<file path="config.mk">
export PLATFORM = sky130hd
export DESIGN_NAME = fifo_wr_ctrl
export DESIGN_NICKNAME = d
export VERILOG_FILES = /design/src/rtl/fifo_wr_ctrl.sv
export SDC_FILE = /design/constraint.sdc
export NUM_CORES = 1
export LEC_CHECK = 0
export CAP_MARGIN = 10
export CELL_PAD_IN_SITES_DETAIL_PLACEMENT = 0
export CELL_PAD_IN_SITES_GLOBAL_PLACEMENT = 1
export CORE_MARGIN = 4
export CORE_UTILIZATION = 36
export DETAILED_ROUTE_END_ITERATION = 6
export PLACE_DENSITY = 0.79
export SLEW_MARGIN = 20
export SYNTH_ARGS = -nofsm -noshare
export SYNTH_HDL_FRONTEND = slang
export SYNTH_SLANG_ARGS = --single-unit
</file>
<file path="constraint.sdc">
create_clock -name wclk_i -period 5.9 [get_ports wclk_i]
set_clock_uncertainty 0.1 [all_clocks]
set_input_delay 0.885 -clock wclk_i [delete_from_list [all_inputs] [get_ports wclk_i]]
set_output_delay 0.885 -clock wclk_i [all_outputs]
set_load 0.05 [all_outputs]
</file>
<file path="src/rtl/fifo_wr_ctrl.sv">
// Purpose : write-side pointer and flag controller of an async FIFO, in the wclk domain.
// Latency : wrclken/waddr are combinational from winc. Pointer, flags and level are registered (1 wclk).
// Backpr. : writes are blocked while wfull is set. A blocked write sets the sticky wovf flag.
//
// Ports
//   wclk_i           write clock
//   wrst_n_i         async active-low reset
//   winc_i           write request. It is qualified internally by !wfull.
//   wq2_rptr_i       Gray read pointer, already 2-FF synchronised into wclk
//   wovf_clr_i       clears the sticky overflow flag on the next edge
//   wrclken_o        RegFile write enable = winc & !wfull
//   waddr_o          RegFile write address (low bits of the binary write pointer)
//   wptr_o           registered Gray write pointer, sent to the read-side synchroniser
//   wfull_o          FIFO full
//   walmost_full_o   fill level >= AFULL_LVL
//   wlevel_o         fill count 0..DEPTH
//   wovf_o           sticky flag: a write was attempted while full
//
// PTR_SIZE includes the wrap bit, so DEPTH = 2**(PTR_SIZE-1). PTR_SIZE must be >= 3.
// AFULL_LVL must lie in 1..DEPTH.

module fifo_wr_ctrl #(
    parameter int PTR_SIZE  = 4,
    parameter int AFULL_LVL = 6
) (
    input  logic                wclk_i,
    input  logic                wrst_n_i,
    input  logic                winc_i,
    input  logic [PTR_SIZE-1:0] wq2_rptr_i,
    input  logic                wovf_clr_i,
    output logic                wrclken_o,
    output logic [PTR_SIZE-2:0] waddr_o,
    output logic [PTR_SIZE-1:0] wptr_o,
    output logic                wfull_o,
    output logic                walmost_full_o,
    output logic [PTR_SIZE-1:0] wlevel_o,
    output logic                wovf_o
);

    localparam logic [PTR_SIZE-1:0] AFULL_THR = PTR_SIZE'(AFULL_LVL);

    // Gray to binary conversion: each binary bit is the XOR of all Gray bits at or above it.
    function automatic logic [PTR_SIZE-1:0] gray2bin(input logic [PTR_SIZE-1:0] g);
        logic [PTR_SIZE-1:0] b;
        b[PTR_SIZE-1] = g[PTR_SIZE-1];
        for (int i = PTR_SIZE - 2; i >= 0; i--) begin
            b[i] = b[i+1] ^ g[i];
        end
        return b;
    endfunction

    // State registers and their next-state values
    logic [PTR_SIZE-1:0] wbin_q,   wbin_d;
    logic [PTR_SIZE-1:0] wgray_q,  wgray_d;
    logic                wfull_q,  wfull_d;
    logic                wafull_q, wafull_d;
    logic [PTR_SIZE-1:0] wlevel_q, wlevel_d;
    logic                wovf_q,   wovf_d;

    // Combinational helpers
    logic                wr_en;
    logic                wr_blocked;
    logic [PTR_SIZE-1:0] rbin;
    logic [PTR_SIZE-1:0] rgray_full;

    // The write is qualified by the registered full flag. This keeps the enable
    // free of any path through the read pointer or the level arithmetic.
    assign wr_en      = winc_i & ~wfull_q;
    assign wr_blocked = winc_i &  wfull_q;

    assign rbin = gray2bin(wq2_rptr_i);

    // In Gray code, "one lap ahead" means the top two bits are inverted and the
    // rest are equal. This detects full without converting the write pointer.
    assign rgray_full = {~wq2_rptr_i[PTR_SIZE-1:PTR_SIZE-2], wq2_rptr_i[PTR_SIZE-3:0]};

    always_comb begin
        wbin_d   = wbin_q + {{(PTR_SIZE-1){1'b0}}, wr_en};
        wgray_d  = (wbin_d >> 1) ^ wbin_d;
        wfull_d  = (wgray_d == rgray_full);
        // The modulo subtraction is exact as long as the read side never
        // overtakes the write side. The synchronised read pointer can only lag,
        // so the level over-reports. It never under-reports.
        wlevel_d = wbin_d - rbin;
        wafull_d = (wlevel_d >= AFULL_THR);
        // A blocked write takes priority over a clear. An overflow in the same
        // cycle as a clear must not be lost.
        if (wr_blocked) begin
            wovf_d = 1'b1;
        end else if (wovf_clr_i) begin
            wovf_d = 1'b0;
        end else begin
            wovf_d = wovf_q;
        end
    end

    always_ff @(posedge wclk_i or negedge wrst_n_i) begin
        if (!wrst_n_i) begin
            wbin_q   <= '0;
            wgray_q  <= '0;
            wfull_q  <= 1'b0;
            wafull_q <= 1'b0;
            wlevel_q <= '0;
            wovf_q   <= 1'b0;
        end else begin
            wbin_q   <= wbin_d;
            wgray_q  <= wgray_d;
            wfull_q  <= wfull_d;
            wafull_q <= wafull_d;
            wlevel_q <= wlevel_d;
            wovf_q   <= wovf_d;
        end
    end

    assign wrclken_o      = wr_en;
    assign waddr_o        = wbin_q[PTR_SIZE-2:0];
    // wptr comes straight from a flop, so no combinational glitch reaches the
    // read-domain synchroniser.
    assign wptr_o         = wgray_q;
    assign wfull_o        = wfull_q;
    assign walmost_full_o = wafull_q;
    assign wlevel_o       = wlevel_q;
    assign wovf_o         = wovf_q;

endmodule

</file>
# After elaboration in Yosys (flattened, before gate mapping)
# Index checks and enable logic that the tools add are counted.
# word_totals
wordCells	21
memories	0
latch_bits	0
romBits	0
register_bits	15
input_bits	8
ram_bits	0
out_inout_bits	15
# op_classes
muxes	2
div_mod_pow	0
order_cmp	1
bitwise_logic	8
n_reduce_logical	1
add_sub_neg	2
multipliers	0
eq_ne	1
shift	0
# ops
op	n
$add 4x1->4	1
$eq 4x4->1	1
$ge 4x3->1 const B	1
$sub 4x4->4	1
$xor 3x4->4	1
$xor 1x1->1	3
$and 1x1->1	2
$mux 1	2
$not 2->2	1
$reduce_bool 2->1	1
$not 1->1	1

# Logic depth before layout (Yosys ltp)
# Gate-level depths: netlist of run 1.
# depth
word_depth	5
depth_mapped	9
mapped_depth_nobuf	9

# Worst setup path after synthesis of run 1
# No wires, ideal clock.
# synth_timing
kind	input to register
from	in winc_i
to	reg wafull_q (netlist: walmost_full_o)
required_time_ns	5.682
setup_time_ns	0.118
t_arrival_ns	3.313
stages	9
slack_ns	2.369
n_path_buf	0
path_cell_list	nor2b_1 > ha_1 > ha_1 > xor2_2 > ha_1 > a21oi_1 > o21ai_0 > xor3_1 > a21o_1
# synth_between
elab_chain_cells	4
# synth_rtl
element	line	text
start, declared	28	input logic winc_i,
$and 1x1->1	68	assign wr_en = winc_i & ~wfull_q;
$add 4x1->4	78	wbin_d = wbin_q + {{(PTR_SIZE-1){1'b0}}, wr_en};
named net wbin_d[2]	53	logic [PTR_SIZE-1:0] wbin_q, wbin_d;
$sub 4x4->4	84	wlevel_d = wbin_d - rbin;
named net wlevel_d[3]	57	logic [PTR_SIZE-1:0] wlevel_q, wlevel_d;
$ge 4x3->1	85	wafull_d = (wlevel_d >= AFULL_THR);
named net wafull_d	56	logic wafull_q, wafull_d;
end signal, assigned	109	wafull_q <= wafull_d;
end, declared	56	
# The timed path passes the listed nets, and every way through them passes these cells.
# A chain may end at the register's enable or synchronous reset.

# Worst setup path in the final report of run 1
# layout_timing
from	in winc_i
to	out wrclken_o
# layout_between
elab_chain_cells	1
# layout_rtl
element	line	text
$and 1x1->1	68	
end, declared	31	output logic wrclken_o,
# No other way between the ends.

==> metrics.txt, run 1 <==
run status=complete, no violations; P&R area growth vs syn=42.4%; most frequent cell after synthesis=dfrtp_1; routed metal-1 wire length=481 µm; min Tclk post-route=3.34 ns; most numerous cell types in the synthesized netlist=dfrtp_1 (14), inv_1 (7), ha_1 (5), xnor2_1 (5), xor2_1 (5); Post-CTS Setup Inserts=0; site row count=15; clock slew at the register clock pins of the worst setup and hold paths=0.08 ns; initial antenna violation count=0; total vias in the final route=462; number of levels the H-tree was split into=1; Synth top area share=51.6%; depth of the worst register-to-register path=9; number of vias per cell after detailed routing=4.44; aggregate routed wire length=1140 µm; share of the clock period used by the worst path after layout=56.6%; critical path class=in -> out; Placer Congestion=0.710; starting utilization of the core area=38.5%; GRT Util Overall=10.6%; remaining routing DRC violations=0; total count of hold-check failures in the final report=0; fraction of final layout cells sized beyond drive strength 1=8.86%; compound-cell area share of the yosys netlist=4.42%; final net count=94; Critical Path RT=4.91 ns; Seq/Total Area, Yosys=51.6%; final routed wire length divided by cell count=11.0 µm; critical path capture point type=output pin; mean area per synthesized cell=12.8 µm²; total CTS buffers=3; final sum of negative setup slack=0 ns; xor/xnor share of the synthesized area=21.2%; # Max-Cap Violations=0; uppermost signal routing layer after detailed routing=met4; clk buf depth=2; global-route wire length before repair=2010 µm; slew of the pin with the lowest slew margin=0.588 ns; combined area of all synthesized cells=679 µm²; maximum number of pins on one net before global-route repair=15; amount of wire on met3 after detailed routing=67 µm; worst path arrival time=2.35 ns; first-iteration detailed-routing DRC count=4; number of hold-repair buffers added at the cts stage=0; worst reg2reg setup slack=3.44 ns; Top FF cell, synth=dfrtp_1; TritonCTS clock tree=built; overall die area=2650 µm²; Filler Cells Inserted=175; DRT Pass-1 Iters=4; number of distinct library cells after synthesis=17; leading post-synthesis cells by cell area=dfrtp_1 (52%), ha_1 (9.2%), xnor2_1 (6.4%); CTS Root Cell=clkbuf_4; boundary pin count=23; origin of the worst min-delay path=wfull_o$_DFF_PN0_; Cells after Synth=53; number of synthesized flops with an enable pin=0; simple-gate share of the synthesized area=6.81%; met2 wire len=569 µm; post-detailed-placement half-perimeter wirelength=979 µm; y dimension of the die=51.4 µm; syn_nets=67; r2r startpoint=wfull_o$_DFF_PN0_; Synth Warn #=0; worst min-delay path category=reg -> reg; CP max FO=2; Max transition margin=60.7%; # port buffers=22; crit path to=wrclken_o; multiplexer area fraction after synthesis=0%; final count of negative-setup-slack endpoints=0; startpoint type of the worst setup path=primary input; Worst R2R End=walmost_full_o$_DFF_PN0_; final-report max-slew violation count=0; fmax=0.300 GHz; dominant combinational cell family by area after synthesis=XOR/XNOR gates; residual antenna-violating net count after detailed routing=0; chip width=51.4 µm; standard cell core area=1760 µm²; area leader, netlist=dfrtp_1; Inserted Diodes=0; vias in the first global route=440; ys async rst share=100%; Crit. Startpoint=winc_i; count of state elements after synthesis=14; Skew-Pair Late Insertion Delay=0.27 ns; overflow left after global routing=0; setup repair after global routing missed its margin=false; clk sinks=14; cells resized by post-CTS repair=0; share of synthesized cell area in full adder, half adder and majority cells=12.2%
cell usage in the layout (no fill, tap or decap), types with 3 or more instances in the layout:
master           count
clkbuf_4             3
xnor2_1              5
ha_1                 5
clkdlybuf4s50_1     22
inv_1                7
dfrtp_1             14
xor2_1               5
layer usage:
metal  vias to the layer above  global-route usage [%]
met5                         -                       0
met4                         0                    7.86
met3                         2                    2.04
met2                        17                    17.2
met1                       217                    12.2
li1                        226                       -
kinds of logic (layout without fill, tap and decap cells):
family | count (synthesis) | after routing
XOR/XNOR | 13 | 13
AO/OA/AOI/OAI | 5 | 5
flip-flops | 14 | 14
AND/OR/NAND/NOR | 8 | 8
buffers and inverters | 7 | 33
adder cells (fa/ha/maj) | 6 | 6
sequential cells by signal, indices dropped and copies added (netlist names):
register and count:
wbin_q 4, wlevel_o 4, wptr_o 3, walmost_full_o 1
wfull_o 1, wovf_o 1
final cells by class:
type	count	area, µm²	area share, %
Clock buffer	4	36.3	3.75
Inverter	7	26.3	2.72
Multi-Input combinational cell	32	303	31.3
Sequential cell	14	350	36.2
Tap cell	25	31.3	3.23
Timing Repair Buffer	22	220	22.8
through the flow:
stage | cell area (µm²) | util (%) | instances | hold slack, ns | setup WS [ns]
3_3_place_gp | 931 | 52.8 | 100 | 0.414 | 2.41
6_report | 967 | 54.8 | 104 | 0.428 | 2.56
5_1_grt | 967 | 54.8 | 104 | 0.477 | 2.48
2_1_floorplan | 679 | - | 53 | 0.489 | 2.37
4_1_cts | 967 | 54.8 | 104 | 0.441 | 2.56
3_5_place_dp | 931 | 52.8 | 100 | 0.423 | 2.42
critical path: stages:
cell	delay (ns)
clkdlybuf4s50_1	0.47
nor2b_1	0.17
clkdlybuf4s50_1	0.82
worst min-delay path by stage:
stage	slack [ns]	to	cells after the start
after global routing	0.48	wovf_o$_DFFE_PN0P_	2
after floorplan	0.49	walmost_full_o$_DFF_PN0_	0
after detailed placement	0.42	wovf_o$_DFFE_PN0P_	2
after CTS	0.44	wovf_o$_DFFE_PN0P_	2
final	0.43	wovf_o$_DFFE_PN0P_	2
after global placement	0.41	wovf_o$_DFFE_PN0P_	2
Power of run 1 is left out: the tool's default activity adds up to more than one toggle a clock period on the data nets, which glitch-free logic cannot reach.
==> run 2: changes to the inputs <==
CORE_UTILIZATION = 33   (was 36)
PLACE_DENSITY = 0.73   (was 0.79)
clock period = 3.4 ns   (was 5.9 ns; I/O delays follow)
==> run 2 against run 1 <==
  * Critical path depth rose by 7
  * Sequential share of layout area rose by 0.14 points
  * Cell area fell by 0.39%
==> metrics.txt, run 2 (synthesized netlist as in run 1, its figures left out) <==
starting utilization of the core area=34.6%; aggregate routed wire length=1240 µm; commonest cells after routing, fill and taps aside=clkdlybuf4s50_1 (22), dfrtp_1 (14), inv_1 (7); TritonCTS clock tree=built; fmax=0.371 GHz; clk sinks=14; chip width=53.4 µm; clock slew at the register clock pins of the worst setup and hold paths=0.08 ns; setup repair after global routing missed its margin=false; fraction of final layout cells sized beyond drive strength 1=8.86%; slew of the pin with the lowest slew margin=0.621 ns; DRT Pass-1 Iters=4; CTS Root Cell=clkbuf_4; final count of negative-setup-slack endpoints=0; boundary pin count=23; Non-Filler Cell Area, Final=963 µm²; worst min-delay path category=reg -> reg; cells resized by post-CTS repair=0; total count of hold-check failures in the final report=0; overflow left after global routing=0; number of vias per cell after detailed routing=4.29; startpoint type of the worst setup path=primary input; final sum of negative setup slack=0 ns; critical path class=in -> reg; uppermost signal routing layer after detailed routing=met4; DP Area=941 µm²; total CTS buffers=3; Placer Congestion=0.772; final net count=95; worst path arrival time=2.76 ns; final-report max-slew violation count=0; CP max FO=3; total vias in the final route=455; critical path capture point type=flop; Critical Path RT=3.47 ns; # port buffers=22; run status=complete, no violations; share of the clock period used by the worst path after layout=79.3%; Post-CTS Setup Inserts=0; number of hold-repair buffers added at the cts stage=0; final routed wire length divided by cell count=11.7 µm; P&R area growth vs syn=41.8%; routed metal-1 wire length=508 µm; vias in the first global route=470; post-detailed-placement half-perimeter wirelength=1010 µm; standard cell core area=1960 µm²; Skew-Pair Late Insertion Delay=0.27 ns; min Tclk post-route=2.70 ns; first-iteration detailed-routing DRC count=2; met2 wire len=562 µm; maximum number of pins on one net before global-route repair=15; most common cell after layout, fill and taps aside=clkdlybuf4s50_1; remaining routing DRC violations=0; Max transition margin=58.5%; clk buf depth=2; GRT Util Overall=10.5%; initial antenna violation count=0; amount of wire on met3 after detailed routing=113 µm; Inserted Diodes=0; overall die area=2850 µm²; number of levels the H-tree was split into=1; site row count=16; residual antenna-violating net count after detailed routing=0; y dimension of the die=53.4 µm; # Max-Cap Violations=0; global-route wire length before repair=2040 µm
run 2: cell types whose count changed in the layout (fill, tap and decap cells not counted), sizes merged:
cell    delta
clkbuf     -1
buf        +1
run 2: area by class of cell:
type	count	area, µm²
clock buffers	3	22.5
fillers	200	998
inverters	7	26.3
multi-input cells	32	303
flip-flops and latches	14	350
well taps	27	33.8
repair buffers	23	228
run 2: routing by layer:
metal,global-route usage (%),vias up
li1,-,226
met1,11.8,205
met2,17.1,20
met3,2.54,4
met4,7.66,0
met5,0,-
run 2: critical path, cell delays in order:
cell,delay [ns]
clkdlybuf4s50_1,0.42
nor2b_1,0.15
ha_1,0.21
ha_1,0.22
xor2_2,0.19
ha_1,0.33
nand2_1,0.05
o21ai_0,0.20
xor3_1,0.30
a21o_1,0.17
run 2: worst paths after layout:
check,slack [ns],start,to,cells past startpoint
worst min register to register,0.42,wfull_o$_DFF_PN0_,wovf_o$_DFFE_PN0P_,2
worst min-delay path,0.42,wfull_o$_DFF_PN0_,wovf_o$_DFFE_PN0P_,2
worst max-delay path,0.70,winc_i,walmost_full_o$_DFF_PN0_,10
worst max register to register,1.07,wfull_o$_DFF_PN0_,walmost_full_o$_DFF_PN0_,9
min in group asynchronous,0.52,wrst_n_i,wbin_q[0]$_DFF_PN0_,1
max in group asynchronous,2.28,wrst_n_i,wptr_o[2]$_DFF_PN0_,1
run 2: per-stage QoR:
stage	setup WS (ns)	instances	utilization [%]	hold WS, ns
floorplan	0.131	53	-	0.114
global placement	0.413	103	48.0	0.400
detailed placement	0.377	103	48.0	0.405
CTS	0.676	106	49.1	0.424
global route	0.572	106	49.1	0.495
finish	0.703	106	49.1	0.417
Power of run 2 is left out for the same reason.
==> edit, RTL diff (config.mk and constraints of run 1) <==
The parameter `PTR_SIZE` goes from 4 to 16.
--- a/src/rtl/fifo_wr_ctrl.sv
+++ b/src/rtl/fifo_wr_ctrl.sv
@@ -20,7 +20,7 @@
 // AFULL_LVL must lie in 1..DEPTH.
 
 module fifo_wr_ctrl #(
-    parameter int PTR_SIZE  = 4,
+    parameter int PTR_SIZE  = 16,
     parameter int AFULL_LVL = 6
 ) (
     input  logic                wclk_i,
Interface: changed (resized waddr_o, wlevel_o, wptr_o and wq2_rptr_i); port bits go from 23 to 71. No check against the original RTL was run, so the function may have changed too.
==> edit against run 1 <==
  * The flow now finishes with violations (negative setup slack)
  * Routed wire length rose to 5.8 times the old value
  * Setup slack got worse by 2.7 ns
  * Cell area rose to 4.3 times the old value
  * Die area rose to 3.6 times the old value
  * Utilization fell by 1.0 points
  * Via count rose to 4.8 times the old value
  * Synthesized area rose to 4.3 times the old value
  * Sequential cell count rose by 36
  * Synthesized cell count rose to 4.9 times the old value
  * Fmax fell by 45%
==> edit: results (changes against run 1) <==
Global routing
  – GRT met3 Usage: 2.43% (+0.39 points)
  – First-pass GRT wire length: 11000 um (+450%)
  – GRT met1 Usage: 19.4% (+7.2 points)
  – All-Layer GR Usage: 14.3% (+3.7 points)
  – Met2 Use GR: 23.1% (+6.0 points)
  – Largest net degree at the start of global routing: 51 (+36)

Run status
  – Run status: finished with violations
  – Failing checks: negative setup slack

Timing
  – Setup-failing EPs final: 1 (+1)
  – Slew HR: 59.1% (-1.6 points)
  – PnR worst setup slack: -0.184 ns (-2.75 ns)

Synthesis
  – Post-Synthesis Net Count: 301 (+350%)
  – Seq/Total Area, Yosys: 43.0% (-8.6 points)
  – Commonest cells post-synth: 50 x dfrtp_1, 37 x xor2_1, 27 x xnor2_1
  – Top post-synthesis cells by area: dfrtp_1 43%, xor2_1 11%, xnor2_1 8.1%
  – Post-synthesis cell type count: 41 (+24)

Place
  – # port buffers: 70 (+220%)
  – Post-DP Area: 4020 um^2 (+330%)
  – Post-DP HPWL: 5280 um (+440%)
  – Gpl congestion: 0.820 (+16%)
  – Place WS: -0.795 ns (-3.21 ns)

Clock tree
  – Root Driver: clkbuf_8
  – Later-pin clock latency in the skew report: 0.30 ns (+0.03 ns)
  – H-Tree Depth: 2 (+1)

Critical path
  – CP max stage delay: 0.52 ns (-0.30 ns)
  – Crit-path slowest cell: or4_1
  – Cell family with most CP delay: XOR/XNOR gates

Drt
  – Routed len/inst: 13.6 um (+24%)
  – Initial DRC count: 72 (+68)
  – Vias: 2219 (+380%)
  – DR pass1 iterations: 4 (unchanged)

Job
  – Max Cap Violations: 0 (unchanged)

Cells and area
  – Nets: 422 (+350%)
[edit: final cells by class]
cell class,instances,area [um^2]
timing repair buffer,114,1030
fill,712,3610
clock buffer,6,72.6
clock inverter,2,37.5
tap,102,128
sequential,50,1250
inverter,24,90.1
multi-input combinational,188,1590
[edit: logic make-up after synthesis]
family | synth area share (%)
xor gates and xnor gates | 25.0
adders and majority gates | 8.43
DFF | 43.0
AOI/OAI and AO/OA | 9.29
and+or+nand+nor | 11.1
buffers and inverters | 3.10
[edit: metrics by stage]
stage	TNS [ns]	power (uW)	std cells
global route	-0.400	2580	486
floorplan	-0.230	1450	262
finish	-0.184	2400	486
global placement	-1.10	2110	472
detailed placement	-1.38	2120	472
CTS	-0.370	2390	481
[edit: timing repair]
item / CTS / global route
gates resized for setup: 5 / 6
setup buffers: 1 / 5
endpoints found under the setup margin: 2 / 3
pin swaps: 0 / 2
cloned: 0 / 0
hold endpoints to repair: 0 / 0
[edit: layer usage]
metal,routed length (um),vias to the layer above
met1,3080,1038
met3,274,8
li1,-,1129
met2,3140,44
met4,102,0
met5,0,-
[edit: worst paths after layout]
path	from	to	slack (ns)	depth (start not counted)
setup / recovery	wq2_rptr_i[14]	walmost_full_o	-0.18	22
setup reg to reg	wfull_o	walmost_full_o	1.40	16
hold / removal	wfull_o	wovf_o	0.43	2
min in group asynchronous	wrst_n_i	wlevel_o[15]	0.49	1
hold reg to reg	wfull_o	wovf_o	0.43	2
max in group asynchronous	wrst_n_i	wptr_o[4]	4.80	1
[edit: report_power, final]
| part | total, uW | switching (uW) | leakage [uW] | internal, uW |
|---|---|---|---|---|
| combinational | 1670 | 891 | 0.00128 | 777 |
| clock | 239 | 113 | 0.0000514 | 127 |
| sequential | 490 | 42.9 | 0.000632 | 447 |
| total | 2400 | 1050 | 0.00196 | 1350 |
